### config.mk
export PLATFORM = sky130hd
export DESIGN_NAME = mips_port_io
export DESIGN_NICKNAME = d
export VERILOG_FILES = /design/src/rtl/mips_port_pkg.sv /design/src/rtl/mips_port_io_sync.sv /design/src/rtl/mips_port_io.sv
export SDC_FILE = /design/constraint.sdc
export NUM_CORES = 1
export LEC_CHECK = 0
export BUFFER_PORTS_ARGS = -buffer_cell sky130_fd_sc_hd__buf_4
export CAP_MARGIN = 20
export CORE_ASPECT_RATIO = 0.9
export CORE_UTILIZATION = 40
export CTS_BUF_LIST = sky130_fd_sc_hd__clkbuf_4 sky130_fd_sc_hd__clkbuf_8 sky130_fd_sc_hd__clkbuf_16
export CTS_CLUSTER_DIAMETER = 30
export DETAILED_ROUTE_END_ITERATION = 7
export PLACE_DENSITY = 0.68
export SLEW_MARGIN = 0
export SYNTH_ARGS = -nofsm -noshare
export SYNTH_HDL_FRONTEND = slang
export SYNTH_SLANG_ARGS = --single-unit
### constraint.sdc
create_clock -name clk -period 3.57 [get_ports clk]
set_input_delay 0.5355 -clock clk [delete_from_list [all_inputs] [get_ports clk]]
set_output_delay 0.5355 -clock clk [all_outputs]
set_load 0.01 [all_outputs]
### src/rtl/mips_port_pkg.sv
// Shared definitions for the MIPS memory-mapped port unit: register offsets,
// STATUS/CTRL bit positions and the output handshake state type.
package mips_port_pkg;

    localparam logic [1:0] OFF_DATA_IN  = 2'd0;
    localparam logic [1:0] OFF_STATUS   = 2'd1;
    localparam logic [1:0] OFF_DATA_OUT = 2'd2;
    localparam logic [1:0] OFF_CTRL     = 2'd3;

    localparam int ST_CHANGED_BIT  = 0;
    localparam int ST_BUSY_BIT     = 1;
    localparam int ST_OVERRUN_BIT  = 2;
    localparam int ST_IRQ_PEND_BIT = 3;

    localparam int CTRL_IRQ_EN_BIT = 0;

    typedef enum logic {
        ST_IDLE  = 1'b0,
        ST_VALID = 1'b1
    } out_state_e;

endpackage

### src/rtl/mips_port_io_sync.sv
// Two-flop synchroniser for the external pins plus a previous-value flop;
// change is high while the synchronised value differs from the one before it.
module port_in_sync #(
    parameter int IN_WIDTH = 8
) (
    input  logic                clk,
    input  logic                reset,
    input  logic [IN_WIDTH-1:0] pin_in,
    output logic [IN_WIDTH-1:0] sync_data,
    output logic                change
);

    logic [IN_WIDTH-1:0] meta_q, meta_d;
    logic [IN_WIDTH-1:0] sync_q, sync_d;
    logic [IN_WIDTH-1:0] prev_q, prev_d;

    always_comb begin
        meta_d = pin_in;
        sync_d = meta_q;
        prev_d = sync_q;
    end

    always_ff @(posedge clk or posedge reset) begin
        if (reset) begin
            meta_q <= '0;
            sync_q <= '0;
            prev_q <= '0;
        end else begin
            meta_q <= meta_d;
            sync_q <= sync_d;
            prev_q <= prev_d;
        end
    end

    assign sync_data = sync_q;
    assign change    = (sync_q != prev_q);

endmodule

### src/rtl/mips_port_io.sv
// Memory-mapped I/O port on the MIPS data bus: DATA_IN/STATUS/DATA_OUT/CTRL window.
// Optional change interrupt enabled by defining PORT_IRQ_EN.
module mips_port_io
    import mips_port_pkg::*;
#(
    parameter int          IN_WIDTH  = 8,
    parameter int          OUT_WIDTH = 32,
    parameter logic [31:0] BASE_ADDR = 32'h1001_0000
) (
    input  logic                 clk,
    input  logic                 reset,
    input  logic [31:0]          Address,
    input  logic [31:0]          WriteData,
    input  logic                 MemWrite,
    input  logic                 MemRead,
    output logic [31:0]          ReadData,
    input  logic [IN_WIDTH-1:0]  PortIn,
    output logic [OUT_WIDTH-1:0] PortOut,
    output logic                 PortOutValid,
    input  logic                 PortOutReady,
    output logic                 Irq
);

    logic [IN_WIDTH-1:0] sync_data;
    logic                in_change;

    port_in_sync #(.IN_WIDTH(IN_WIDTH)) u_sync (
        .clk       (clk),
        .reset     (reset),
        .pin_in    (PortIn),
        .sync_data (sync_data),
        .change    (in_change)
    );

    logic       sel;
    logic [1:0] off;
    logic       wr_status, wr_data_out, wr_ctrl;

    assign sel         = (Address[31:4] == BASE_ADDR[31:4]);
    assign off         = Address[3:2];
    assign wr_status   = MemWrite & sel & (off == OFF_STATUS);
    assign wr_data_out = MemWrite & sel & (off == OFF_DATA_OUT);
    assign wr_ctrl     = MemWrite & sel & (off == OFF_CTRL);

    logic unused_bits;
    assign unused_bits = ^{Address[1:0], wr_ctrl, WriteData};

    out_state_e           state_q, state_d;
    logic [OUT_WIDTH-1:0] port_out_q, port_out_d;
    logic                 changed_q, changed_d;
    logic                 overrun_q, overrun_d;
    logic [31:0]          read_data_q, read_data_d;
    logic                 irq_en;
    logic                 irq_pend;

`ifdef PORT_IRQ_EN
    logic irq_en_q, irq_en_d;
    logic irq_q, irq_d;

    always_comb begin
        irq_en_d = irq_en_q;
        if (wr_ctrl) begin
            irq_en_d = WriteData[CTRL_IRQ_EN_BIT];
        end
        irq_d = irq_pend;
    end

    always_ff @(posedge clk or posedge reset) begin
        if (reset) begin
            irq_en_q <= 1'b0;
            irq_q    <= 1'b0;
        end else begin
            irq_en_q <= irq_en_d;
            irq_q    <= irq_d;
        end
    end

    assign irq_en = irq_en_q;
    assign Irq    = irq_q;
`else
    assign irq_en = 1'b0;
    assign Irq    = 1'b0;
`endif

    assign irq_pend = changed_q & irq_en;

    logic [31:0] status_val;
    logic [31:0] ctrl_val;

    always_comb begin
        status_val                  = '0;
        status_val[ST_CHANGED_BIT]  = changed_q;
        status_val[ST_BUSY_BIT]     = (state_q == ST_VALID);
        status_val[ST_OVERRUN_BIT]  = overrun_q;
        status_val[ST_IRQ_PEND_BIT] = irq_pend;
        ctrl_val                    = '0;
        ctrl_val[CTRL_IRQ_EN_BIT]   = irq_en;
    end

    // A new edge on the pins outranks a simultaneous W1C so no change is lost.
    always_comb begin
        changed_d = changed_q;
        if (wr_status && WriteData[ST_CHANGED_BIT]) begin
            changed_d = 1'b0;
        end
        if (in_change) begin
            changed_d = 1'b1;
        end
    end

    // Stores are accepted only from IDLE; a store landing on the handshake cycle is still dropped.
    always_comb begin
        state_d    = state_q;
        port_out_d = port_out_q;
        overrun_d  = overrun_q;
        if (wr_status && WriteData[ST_OVERRUN_BIT]) begin
            overrun_d = 1'b0;
        end
        if (state_q == ST_IDLE) begin
            if (wr_data_out) begin
                port_out_d = WriteData[OUT_WIDTH-1:0];
                state_d    = ST_VALID;
            end
        end else begin
            if (wr_data_out) begin
                overrun_d = 1'b1;
            end
            if (PortOutReady) begin
                state_d = ST_IDLE;
            end
        end
    end

    always_comb begin
        read_data_d = read_data_q;
        if (MemRead) begin
            if (!sel) begin
                read_data_d = '0;
            end else begin
                case (off)
                    OFF_DATA_IN:  read_data_d = 32'(sync_data);
                    OFF_STATUS:   read_data_d = status_val;
                    OFF_DATA_OUT: read_data_d = 32'(port_out_q);
                    default:      read_data_d = ctrl_val;
                endcase
            end
        end
    end

    always_ff @(posedge clk or posedge reset) begin
        if (reset) begin
            state_q     <= ST_IDLE;
            port_out_q  <= '0;
            changed_q   <= 1'b0;
            overrun_q   <= 1'b0;
            read_data_q <= '0;
        end else begin
            state_q     <= state_d;
            port_out_q  <= port_out_d;
            changed_q   <= changed_d;
            overrun_q   <= overrun_d;
            read_data_q <= read_data_d;
        end
    end

    assign ReadData     = read_data_q;
    assign PortOut      = port_out_q;
    assign PortOutValid = (state_q == ST_VALID);

endmodule
Word-level counts from Yosys, hierarchy flattened:

Cells that the tools add are included.

* equal/unequal tests: 4
* mux-type cells: 10
* bitwise logic cells: 4
* reductions and logical operators: 5

Operators with widths (number)
* case mux 32 bit (3 select lines): 1
* 2-to-1 mux 32 bit: 1
* equality test 28 x 25 -> 1 bit (second input constant): 1
* 2-to-1 mux 1 bit: 8
* != test 8 bit: 1
* AND 1 bit: 3
* equality test 2 x 1 -> 1 bit (second input constant): 1
* equality test 2 bit (second input constant): 1
* logical AND 1 bit: 2
* zero test 2 bit: 1
* AND reduction 2 bit: 1
* nonzero test 2 bit: 1
* inverter 1 bit: 1

* register bits: 91
* bits of input ports: 77
* logic and storage cells: 31

Longest topological paths before layout:

* depth after elaboration: 7
* gate-level depth with buffers: 5
* depth with buffers taken out: 4

Hierarchy:

Synthesis repeated with hierarchy kept, for this count alone.

* cell total of the unflattened synthesis: 233
* area total of the unflattened synthesis: 3447.1 um^2

By module, submodules not included
* mips_port_io: times used 1, cells an instance 197, area an instance 2756.4 um^2, sequential area each 1676.6 um^2
* port_in_sync: times used 1, cells an instance 36, area an instance 690.7 um^2, sequential area each 600.6 um^2

Least setup slack after synthesis:

No wires, ideal clock.

* kind: input port to flip-flop
* start point: in Address[14]
* end point: reg port_out_q[10], in the netlist PortOut[10]
* library setup time: 0.127 ns
* arrival time: 2.103 ns
* setup slack: 1.339 ns
* cell stages on the path: 5
* path through: nor4b_2 > nand4_2 > nor4_4 > buf_6 > mux2_1

* longest elaborated chain between the ends: 4

RTL lines
* start, declared: RTL line mips_port_io.sv:12 `input logic [31:0] Address,`
* equality test 28 x 25 -> 1 bit: RTL line mips_port_io.sv:39 `assign sel = (Address[31:4] == BASE_ADDR[31:4]);`
* AND 1 bit
* AND 1 bit: RTL line mips_port_io.sv:42 `assign wr_data_out = MemWrite & sel & (off == OFF_DATA_OUT);`
* AND reduction 2 bit (no line)
* end signal, assigned: RTL line mips_port_io.sv:159 `port_out_q <= port_out_d;`
* end, declared: RTL line mips_port_io.sv:49 `logic [OUT_WIDTH-1:0] port_out_q, port_out_d;`

Every way passes these cells.
A chain may end at the register's enable or synchronous reset.

Worst setup path in the final report:

* start point: in Address[19]
* end point: reg port_out_q[31], in the netlist PortOut[31]

Same word-level chain as after synthesis.

==> results.sh <==
export IMPL_antenna_cells=0
export IMPL_synth_area_sq_mm=0.00348
export IMPL_start_util_pct=42.2
export IMPL_hold_violations=0
export IMPL_power_frac_seq_pct=57.2
export IMPL_dp_hpwl_microns=5540
export IMPL_postRouteAntennaNets=0
export IMPL_ir_worst_vdd_mv=0.266
export IMPL_die_area_sq_mm=0.00909
export IMPL_gp_congestion=0.718
export IMPL_drt_iter0_markers=58
export IMPL_cts_buffer_depth=2
export IMPL_dp_slack_ns=0.986
export IMPL_clk_pin_slew_ns=0.09
export IMPL_finalWorstSetupSlack_ns=1.30
export IMPL_whs_ns=0.290
export IMPL_worstReg2RegEnd="PortOut[31]"
export IMPL_fin_area_sq_mm=0.00485
export IMPL_clkPwrFrac_pct=36.2
export IMPL_grt_max_degree=51
export IMPL_hold_buffers=0
export IMPL_fin_crit_sh_pct=63.5
export IMPL_fmax_ghz=0.441
export IMPL_postCtsSetupRepairBufs=0
export IMPL_drc=0
export IMPL_top_layer_used="met4"
export IMPL_clk_latency_ns=0.34
export IMPL_worstSetupEndpointType="flop"
export IMPL_drv_cap=0
export IMPL_crit_arrival_ns=2.50
export IMPL_grt_antenna_before_repair=0
export IMPL_hold_depth=1
export IMPL_met3_length_microns=513
export IMPL_reg2reg_depth=4
export IMPL_cts_root_buf="clkbuf_8"
export IMPL_row_count=31
export IMPL_yosysWarningCount=0
export IMPL_cts_tree="done"
export IMPL_grt_pass1_vias=2500
export IMPL_ys_ff_latch=91
export IMPL_status="completed"
export IMPL_ys_seq_area_share_pct=65.4
export IMPL_fin_nets=452
export IMPL_p_int_w=0.00141
export IMPL_vias_per_cell=4.90
export IMPL_die_h_microns=90.5
export IMPL_p_leak_nw=2.56
export IMPL_fin_crit_ns=2.27
export IMPL_coreArea_sq_mm=0.00826
export IMPL_p_switching_w=0.000426
export IMPL_max_slew_margin_rel_pct=42.6
export IMPL_holdPathEnd="u_sync.meta_q[5]"
export IMPL_firstDrtPassIters=4
export IMPL_place_area_sq_mm=0.00465
export IMPL_crit_required_ns=3.81
export IMPL_cts_resized_gates=0
export IMPL_routedWlPerCell_microns=15.5
export IMPL_skew_ns=0.00617
export IMPL_h_tree_depth=3
export IMPL_drive_gt1_share_pct=45.5
export IMPL_routed_wl_met2_microns=3800
export IMPL_path_class="input port to flop"
export IMPL_regToRegSetupSlack_ns=1.89
export IMPL_synth_cells=232
export IMPL_utilization_pct=58.7
export IMPL_wl_met1_microns=3250
export IMPL_via_count=2426
export IMPL_pwr_share_comb_pct=6.5
export IMPL_grt_pass1_wl_microns=12600
export IMPL_min_from="PortIn[5]"
export IMPL_worstMarginPinSlew_ns=0.859
export IMPL_r2r_start="PortOutValid"
export IMPL_worst_path_max_fanout=22
export IMPL_clock_sinks=91
export IMPL_cts_buffers=9
export IMPL_track_usage_pct=18.1
export IMPL_portBuffers=139
export IMPL_hp_class="input port to flop"
export IMPL_avgSynthCellArea_sq_um=15.0
export IMPL_drt_total_wl_microns=7690
export IMPL_area_growth_pct=39.1
export IMPL_die_w_microns=100
export IMPL_setup_viol=0
export IMPL_ios=143
export IMPL_slew_violations=0
export IMPL_gr_total_overflow=0
export IMPL_tns_ns=0
export IMPL_nFillCells=698
export IMPL_rsz0062_at_grt="no"
export IMPL_synth_distinct_cells=31
export IMPL_switching_share_pct=23.2
export IMPL_worstSetupStartpointType="input port"
export IMPL_powerDensity_mw_per_mm2=379
export IMPL_syn_nets=309
-- power by group through the flow --
stage | clock [W] | sequential [W] | combinational (W)
detailed placement | 0 | 0.00107 | 0.000123
global route | 0.000742 | 0.00105 | 0.000133
floorplan | 0 | 0.00107 | 0.0000437
global placement | 0 | 0.00107 | 0.000121
finish | 0.000665 | 0.00105 | 0.000120
CTS | 0.000694 | 0.00105 | 0.000123
-- sequential cells by signal, summed over array words and instances, names as in the netlist --
signal and flops:
changed_q 1, PortOut 32, overrun_q 1, u_sync.prev_q 8, u_sync.meta_q 8, u_sync.sync_data 8, ReadData 32, PortOutValid 1
-- worst max-delay path, stage by stage --
cell	delay (ns)
buf_4	0.11
nor4_1	0.49
nand3_1	0.33
nor4_4	0.30
buf_4	0.36
mux2_2	0.37
-- metrics by stage --
stage / cells / power [W]
final: 495 / 0.00184
after global routing: 495 / 0.00193
after CTS: 495 / 0.00187
after detailed placement: 479 / 0.00119
after global placement: 479 / 0.00119
after floorplan: 232 / 0.00111
-- cells in the mapped netlist --
master,n,area [sq um]
o21ai_0,5,25.0
nor3_2,1,10.0
mux2_1,29,327
buf_6,3,33.8
clkbuf_1,6,22.5
a21oi_1,1,5.00
buf_2,2,10.0
o41ai_1,6,52.6
a21o_1,1,7.51
mux2i_1,8,80.1
nor4b_2,2,30.0
dfrtp_1,91,2280
nor4_1,4,25.0
clkinv_1,1,3.75
nor2b_1,4,25.0
nor4_2,3,37.5
nand3_1,2,10.0
buf_4,1,7.51
nand4b_1,1,8.76
nor4_4,1,21.3
inv_1,4,15.0
a41o_1,3,30.0
nand2_1,9,33.8
conb_1,1,3.75
mux2_2,4,45.0
and4_1,2,17.5
a22o_1,24,210
nor3_1,1,5.00
nand4_2,1,12.5
nand3b_1,3,22.5
xor2_1,8,70.1
-- layer usage --
| layer | up-vias | GRT usage, % |
|---|---|---|
| met5 | - | 0 |
| met4 | 0 | 6.40 |
| met3 | 10 | 5.42 |
| met2 | 96 | 29.5 |
| met1 | 1177 | 22.9 |
| li1 | 1143 | - |
-- worst max-delay path by stage --
stage	startpoint	to	slack (ns)	cells after the start
2_1_floorplan	reset	PortOutValid	0.67	1
3_3_place_gp	Address[14]	PortOut[31]	1.0	6
3_5_place_dp	Address[13]	PortOut[31]	0.99	6
4_1_cts	Address[13]	PortOut[17]	1.36	6
5_1_grt	Address[19]	PortOut[17]	1.16	6
6_report	Address[19]	PortOut[31]	1.30	6
-- final cells by class --
class | count | area, sq um | share of cell area [%]
Clock buffer | 11 | 151 | 3.12
Clock inverter | 5 | 45.0 | 0.930
Inverter | 5 | 20.0 | 0.413
Multi-Input combinational cell | 124 | 1110 | 23.0
Sequential cell | 91 | 2280 | 47.0
Tap cell | 115 | 144 | 2.97
Timing Repair Buffer | 144 | 1090 | 22.6
-- cell usage in the layout (no fill, tap or decap), types with 2 or more instances in the layout --
master    netlist  layout
clkbuf_8        0      11
nand3_1         2       2
mux2i_1         8       8
a41o_1          3       3
nor4b_2         2       2
nor4_2          3       3
and4_1          2       2
dfrtp_1        91      91
o41ai_1         6       6
buf_4           1     143
o21ai_0         5       5
clkinv_4        0       2
nand3b_1        3       3
inv_1           4       3
mux2_1         29      29
nand2_1         9       9
nor2b_1         4       4
xor2_1          8       8
mux2_2          4       4
nor4_1          4       4
a22o_1         24      24
-- logic make-up (layout without fill, tap and decap cells) --
logic type                Yosys count  count (layout)  synth area share (%)
AOI/OAI and AO/OA                  40              40                  9.48
DFF                                91              91                  65.3
buffers and inverters              17             165                  2.66
and+or+nand+nor                    34              34                  7.43
xor gates and xnor gates            8               8                  2.01
muxes                              41              41                  13.0
other                               1               1                 0.108
Note: power is estimated with default switching activity, not from simulation.
